===== src/rtl/button_reader_pkg.sv =====
// Shared constants and helpers for the button_reader input peripheral.
// Register offsets match the peripheral bus map used by the display driver.
package button_reader_pkg;

   localparam logic REG_STATE  = 1'b0;
   localparam logic REG_EVENTS = 1'b1;

   // True when a word address falls inside the two-word window at base.
   function automatic logic in_window(input logic [31:0] a, input logic [31:0] base);
      return (a & ~32'd1) == base;
   endfunction

endpackage


===== src/rtl/debounce_bit.sv =====
// One debounced input: 2-flop synchronizer, tick-driven history, held state.
// The next-state value is exported so the parent can update edge flags on the same clock.
module debounce_bit #(
   parameter int DEBOUNCE_SAMPLES = 4
) (
   input  logic i_clk,
   input  logic i_rst,
   input  logic i_tick,
   input  logic i_pin,
   output logic o_state,
   output logic o_state_nxt
);

   logic [1:0]                  r_sync;
   logic [DEBOUNCE_SAMPLES-1:0] r_hist;
   logic                        r_state;
   logic [DEBOUNCE_SAMPLES-1:0] w_hist_nxt;
   logic                        w_state_nxt;
   logic                        w_unused_oldest;

   // The oldest sample is shifted out before it is ever examined.
   assign w_unused_oldest = r_hist[DEBOUNCE_SAMPLES-1];

   // History shift and unanimous-vote state decision.
   always_comb begin
      w_hist_nxt  = r_hist;
      w_state_nxt = r_state;
      if (i_tick) begin
         w_hist_nxt = {r_hist[DEBOUNCE_SAMPLES-2:0], r_sync[1]};
         if (&w_hist_nxt) begin
            w_state_nxt = 1'b1;
         end else if (~|w_hist_nxt) begin
            w_state_nxt = 1'b0;
         end else begin
            w_state_nxt = r_state;
         end
      end else begin
         w_hist_nxt  = r_hist;
         w_state_nxt = r_state;
      end
   end

   // Synchronizer, history and state registers.
   always_ff @(posedge i_clk or posedge i_rst) begin
      if (i_rst) begin
         r_sync  <= 2'b00;
         r_hist  <= '0;
         r_state <= 1'b0;
      end else begin
         r_sync  <= {r_sync[0], i_pin};
         r_hist  <= w_hist_nxt;
         r_state <= w_state_nxt;
      end
   end

   assign o_state     = r_state;
   assign o_state_nxt = w_state_nxt;

endmodule


===== src/rtl/button_reader.sv =====
// Memory-mapped debounced button/switch reader with STATE and sticky EVENTS registers.
// Reads and writes are acknowledged one cycle after the strobe edge.
module button_reader
   import button_reader_pkg::*;
#(
   parameter logic [31:0] ADDR_BASE        = 32'd1 << 5,
   parameter int          NUM_INPUTS       = 8,
   parameter int          COUNTER_BITS     = 16,
   parameter int          DEBOUNCE_SAMPLES = 4
) (
   input  logic                  clk,
   input  logic                  reset,
   input  logic                  strobe,
   input  logic                  rw,
   input  logic [31:0]           addr,
   input  logic [31:0]           data,
   input  logic [NUM_INPUTS-1:0] pins,
   output logic [31:0]           q,
   output logic                  ack
);

   logic [COUNTER_BITS-1:0] r_prescale;
   logic [NUM_INPUTS-1:0]   r_events;
   logic                    w_tick;
   logic                    w_hit;
   logic                    w_sel;
   logic [NUM_INPUTS-1:0]   w_state;
   logic [NUM_INPUTS-1:0]   w_state_nxt;
   logic [NUM_INPUTS-1:0]   w_clr;
   logic [NUM_INPUTS-1:0]   w_events_nxt;
   logic [31:0]             w_rd_data;
   logic                    w_unused_data;

   assign w_tick        = &r_prescale;
   assign w_hit         = strobe && in_window(addr, ADDR_BASE);
   assign w_sel         = addr[0];
   assign w_unused_data = ^data;

   for (genvar g = 0; g < NUM_INPUTS; g++) begin : g_db
      debounce_bit #(
         .DEBOUNCE_SAMPLES(DEBOUNCE_SAMPLES)
      ) u_db (
         .i_clk      (clk),
         .i_rst      (reset),
         .i_tick     (w_tick),
         .i_pin      (pins[g]),
         .o_state    (w_state[g]),
         .o_state_nxt(w_state_nxt[g])
      );
   end

   // Read mux and EVENTS update; a rising edge wins over a clear on the same cycle.
   always_comb begin
      w_rd_data = 32'd0;
      w_clr     = '0;
      case (w_sel)
         REG_STATE:  w_rd_data[NUM_INPUTS-1:0] = w_state;
         REG_EVENTS: w_rd_data[NUM_INPUTS-1:0] = r_events;
         default:    w_rd_data = 32'd0;
      endcase
      if (w_hit && (w_sel == REG_EVENTS)) begin
         if (rw) begin
            w_clr = data[NUM_INPUTS-1:0];
         end else begin
            w_clr = r_events;
         end
      end else begin
         w_clr = '0;
      end
      w_events_nxt = (r_events & ~w_clr) | (w_state_nxt & ~w_state);
   end

   // Free-running sample prescaler.
   always_ff @(posedge clk or posedge reset) begin
      if (reset) begin
         r_prescale <= '0;
      end else begin
         r_prescale <= r_prescale + 1'b1;
      end
   end

   // EVENTS register and registered bus response.
   always_ff @(posedge clk or posedge reset) begin
      if (reset) begin
         r_events <= '0;
         q        <= 32'd0;
         ack      <= 1'b0;
      end else begin
         r_events <= w_events_nxt;
         ack      <= w_hit;
         if (w_hit && !rw) begin
            q <= w_rd_data;
         end else begin
            q <= q;
         end
      end
   end

endmodule


===== config.mk =====
export PLATFORM = sky130hd
export DESIGN_NAME = button_reader
export DESIGN_NICKNAME = d
export VERILOG_FILES = /design/src/rtl/button_reader_pkg.sv /design/src/rtl/debounce_bit.sv /design/src/rtl/button_reader.sv
export SDC_FILE = /design/constraint.sdc
export NUM_CORES = 1
export LEC_CHECK = 0
export ABC_AREA = 1
export CAP_MARGIN = 25
export CORE_ASPECT_RATIO = 0.9
export CORE_MARGIN = 2
export CORE_UTILIZATION = 53
export CTS_BUF_LIST = sky130_fd_sc_hd__clkbuf_8
export CTS_CLUSTER_SIZE = 20
export DETAILED_ROUTE_END_ITERATION = 12
export PLACE_DENSITY = 0.95
export SLEW_MARGIN = 0
export SYNTH_ARGS = -nofsm -noshare
export SYNTH_HDL_FRONTEND = slang
export SYNTH_SLANG_ARGS = --single-unit

===== constraint.sdc =====
create_clock -name clk -period 6.49 [get_ports clk]
set_input_delay 1.298 -clock clk [delete_from_list [all_inputs] [get_ports clk]]
set_output_delay 1.298 -clock clk [all_outputs]
set_load 0.02 [all_outputs]

==> impl_results.md <==
* Fillers at 508
* Max-cap viol count at 0
* Worst Setup SP: q[5]
* H-tree depth at 3
* R2r endpoint: g_db[0].u_db.r_hist[1]
* Slew Viols, Final at 0
* PortBufs at 60
* Initial Util at 53.99%
* Die width at between 90 and 100 µm
* CTS tree: yes
* I/O pin count at 109
* Footprint of the multi-input gates at 1385 µm²
* VDD IR-drop max at 0.1257 mV
* Seq pwr share at 49.6%
* Hold Crit Class: reg2reg
* Critical Path End Type: output port
* Crit share post-route at 40.40%
* EDFF count, synth at 0
* Syn Std Cell Area at between 3000 and 4000 µm²
* Post-synthesis sequential area ratio at 53.89%
* Outcome: finished, final reports clean
* Final setup TNS at 0 ns
* Hold_buf cts at 0
* Final hold slack at about 0.35 ns
* Synthesis-to-finish area growth at 22.26%
* Drt first pass iters at 5
* GRT Total Usage at 20.33%
* Slew Limit Headroom at 32.53%
* Post-synth top area cell: dfrtp_1
* Largest net degree at the start of global routing at between 80 and 90
* Register area at 2027 µm²
* Static Leak at a little over 0.002 µW
* Least-Margin Pin Slew at 1.010 ns
* Setup bufs post-CTS at 0
* Async S/R FF share, synth at 100.0%
* Cells after Synth at 422
* CTS Sinks at a little over 80
* Worst slack, placed at 3.516 ns
* Longest Clk Path Bufs at 2
* Critical path startpoint category: flop
* Sw Ratio at 21.48%
* Crit path max-delay family: buffers and inverters
* GRT overflow at 0
* NumNets Final at about 560
* PostCTS Resize Cnt at 0
* Via density at 5.067
* # rows at 29
* Worst Skew at 0.01378 ns
* CTS Root Cell: clkbuf_8
* Achievable Freq at 381.4 MHz
* Cell Int Power at 810.5 µW
* Share of layout cells above drive strength 1 at 8.571%
* Cell Pwr Density at 224.5 nW/µm²
* # diodes at 0
* RSZ-0062 raised after global routing: false
* Setup CP Type: reg2out
* Slowest stage delay, CP at 0.61 ns
* Layout Utilization at 66.00%
* Ys flop type: dfrtp_1
* Post-Route WL at roughly 7400 µm
* Cts bufs inserted at 9
* CP max FO at 2
* WP data arrival at 1.32 ns
* Clk network pwr share at between 40% and 50%
* Syn_area_per_cell at a little under 9 µm²
* Final Hold Viols at 0
* DR iter-0 viols at 227
* Ys Warns at 0
* Critical-path top delay cell: clkdlybuf4s50_1
* Synth area leaders: dfrtp_1 (54%), nand2_1 (8.9%), buf_4 (4.8%)
* Gpl congestion at ~0.76
* Switching power at approximately 220 µW
* Synth cell count leaders: nand2_1 (89), dfrtp_1 (81), inv_1 (47)
* Setup slack after layout at 3.868 ns
* Post-DP HPWL at 5079 µm
* Stages on the worst setup path at 1
* Worst EP required at around 5.2 ns
* CP cell instances: clkdlybuf4s50_1
* Via Count at 2954
* Synth top area share at 53.89%
* Crit path buf inv count at 1
* Core Box Area at 6967 µm²
* Drt wl/cell at 12.69 µm
* Initial antenna violation count at 0
* Worst-Skew Late Latency at ~0.36 ns
* Die H at between 80 and 90 µm
* Clock-pin slew of the registers on the worst-case setup and hold paths at 0.09 ns
* Top-count cell post-synth: nand2_1
* Number of global-route vias before repair at about 3000
* Routed Antenna Nets at 0
* Yosys cell types at 27
* Comb power frac at 6.7%
* First-pass GRT wire length at 12630 µm
* Fin crit period at 2.622 ns
* FF-to-FF path depth at 8
* DRC at 0
* Worst Setup EP: q[5]
* Reg2reg setup slack at 4.05 ns
* Die area at 7787 µm²
* Final setup viols at 0
* Yosys reg bits at between 80 and 90
* Reg2reg start: r_prescale[0]
==> state kept, by name (all words and copies together), names as in the netlist <==
register / cells
ack: 1
g_db.u_db.o_state: 8
g_db.u_db.r_hist: 24
g_db.u_db.r_sync: 16
q: 8
r_events: 8
r_prescale: 16
==> cell type report <==
type	count	area share, %
timing repair buffer	62	13.82
inverter	48	3.946
tap	93	2.531
multi-input combinational	283	30.12
sequential	81	44.08
clock buffer	10	2.993
clock inverter	6	2.503
==> worst min path at each step <==
stage / slack, ns / start / depth (start not counted) / to
final: 0.35 / g_db[2].u_db.r_sync[0] / 0 / g_db[2].u_db.r_sync[1]
after CTS: 0.35 / g_db[3].u_db.r_sync[0] / 0 / g_db[3].u_db.r_sync[1]
after detailed placement: 0.34 / g_db[3].u_db.r_sync[0] / 0 / g_db[3].u_db.r_sync[1]
after floorplan: 0.33 / g_db[0].u_db.r_sync[0] / 0 / g_db[0].u_db.r_sync[1]
after global placement: 0.33 / g_db[4].u_db.r_sync[0] / 0 / g_db[4].u_db.r_sync[1]
after global routing: 0.37 / g_db[7].u_db.r_sync[0] / 0 / g_db[7].u_db.r_sync[1]
==> metrics by stage <==
| step | area (µm²) | cells | power, µW |
|---|---|---|---|
| 2_1_floorplan | 3847 | 445 | 563.6 |
| 3_3_place_gp | 4318 | 566 | 587.6 |
| 3_5_place_dp | 4318 | 566 | 589.3 |
| 4_1_cts | 4571 | 582 | 1035 |
| 5_1_grt | 4598 | 583 | 1067 |
| 6_report | 4598 | 583 | 1032 |
==> layer usage <==
| metal | part of all wire [%] | up-vias | GRT usage, % |
|---|---|---|---|
| li1 | - | 1433 | - |
| met1 | 41 | 1403 | 23.79 |
| met2 | 50 | 107 | 34.78 |
| met3 | 7.7 | 11 | 4.426 |
| met4 | 1.4 | 0 | 10.83 |
| met5 | 0 | - | 0 |
==> power by group through the flow <==
| stage | logic [µW] | registers (µW) | clock network [µW] |
|---|---|---|---|
| finish | 68.7 | 512 | 451 |
| global route | 76.1 | 513 | 478 |
| CTS | 67.4 | 512 | 455 |
| detailed placement | 67.1 | 522 | 0 |
| global placement | 65.7 | 522 | 0 |
| floorplan | 42.4 | 521 | 0 |
==> logic make-up after synthesis <==
| kind of cell | synth area share (%) |
|---|---|
| DFF | 53.89 |
| AOI/OAI and AO/OA | 7.252 |
| adders and majority gates | 0.3326 |
| other | 0.09970 |
| xor gates and xnor gates | 2.794 |
| buffers and inverters | 11.58 |
| and+or+nand+nor | 24.05 |
==> cell usage in the layout, fill, tap and decap left out <==
cell,count
bufinv_16,3
clkinvlp_4,1
nand2_4,1
o21ai_0,18
ha_1,1
clkdlybuf4s50_1,60
xor2_1,10
nor3_2,1
nor2_1,44
nand2_2,1
buf_16,1
inv_2,1
nand2_1,89
clkinv_2,1
buf_4,1
o21ai_2,6
inv_1,46
a31oi_1,8
conb_1,24
dfrtp_1,81
xnor2_1,2
nand4_1,18
nor3_4,1
nand3_2,1
clkinv_4,2
nand3_1,21
nor3_1,10
nor2_4,3
clkbuf_8,10
o21ai_1,16
or2_2,8
(Power assumes the default switching activity.)
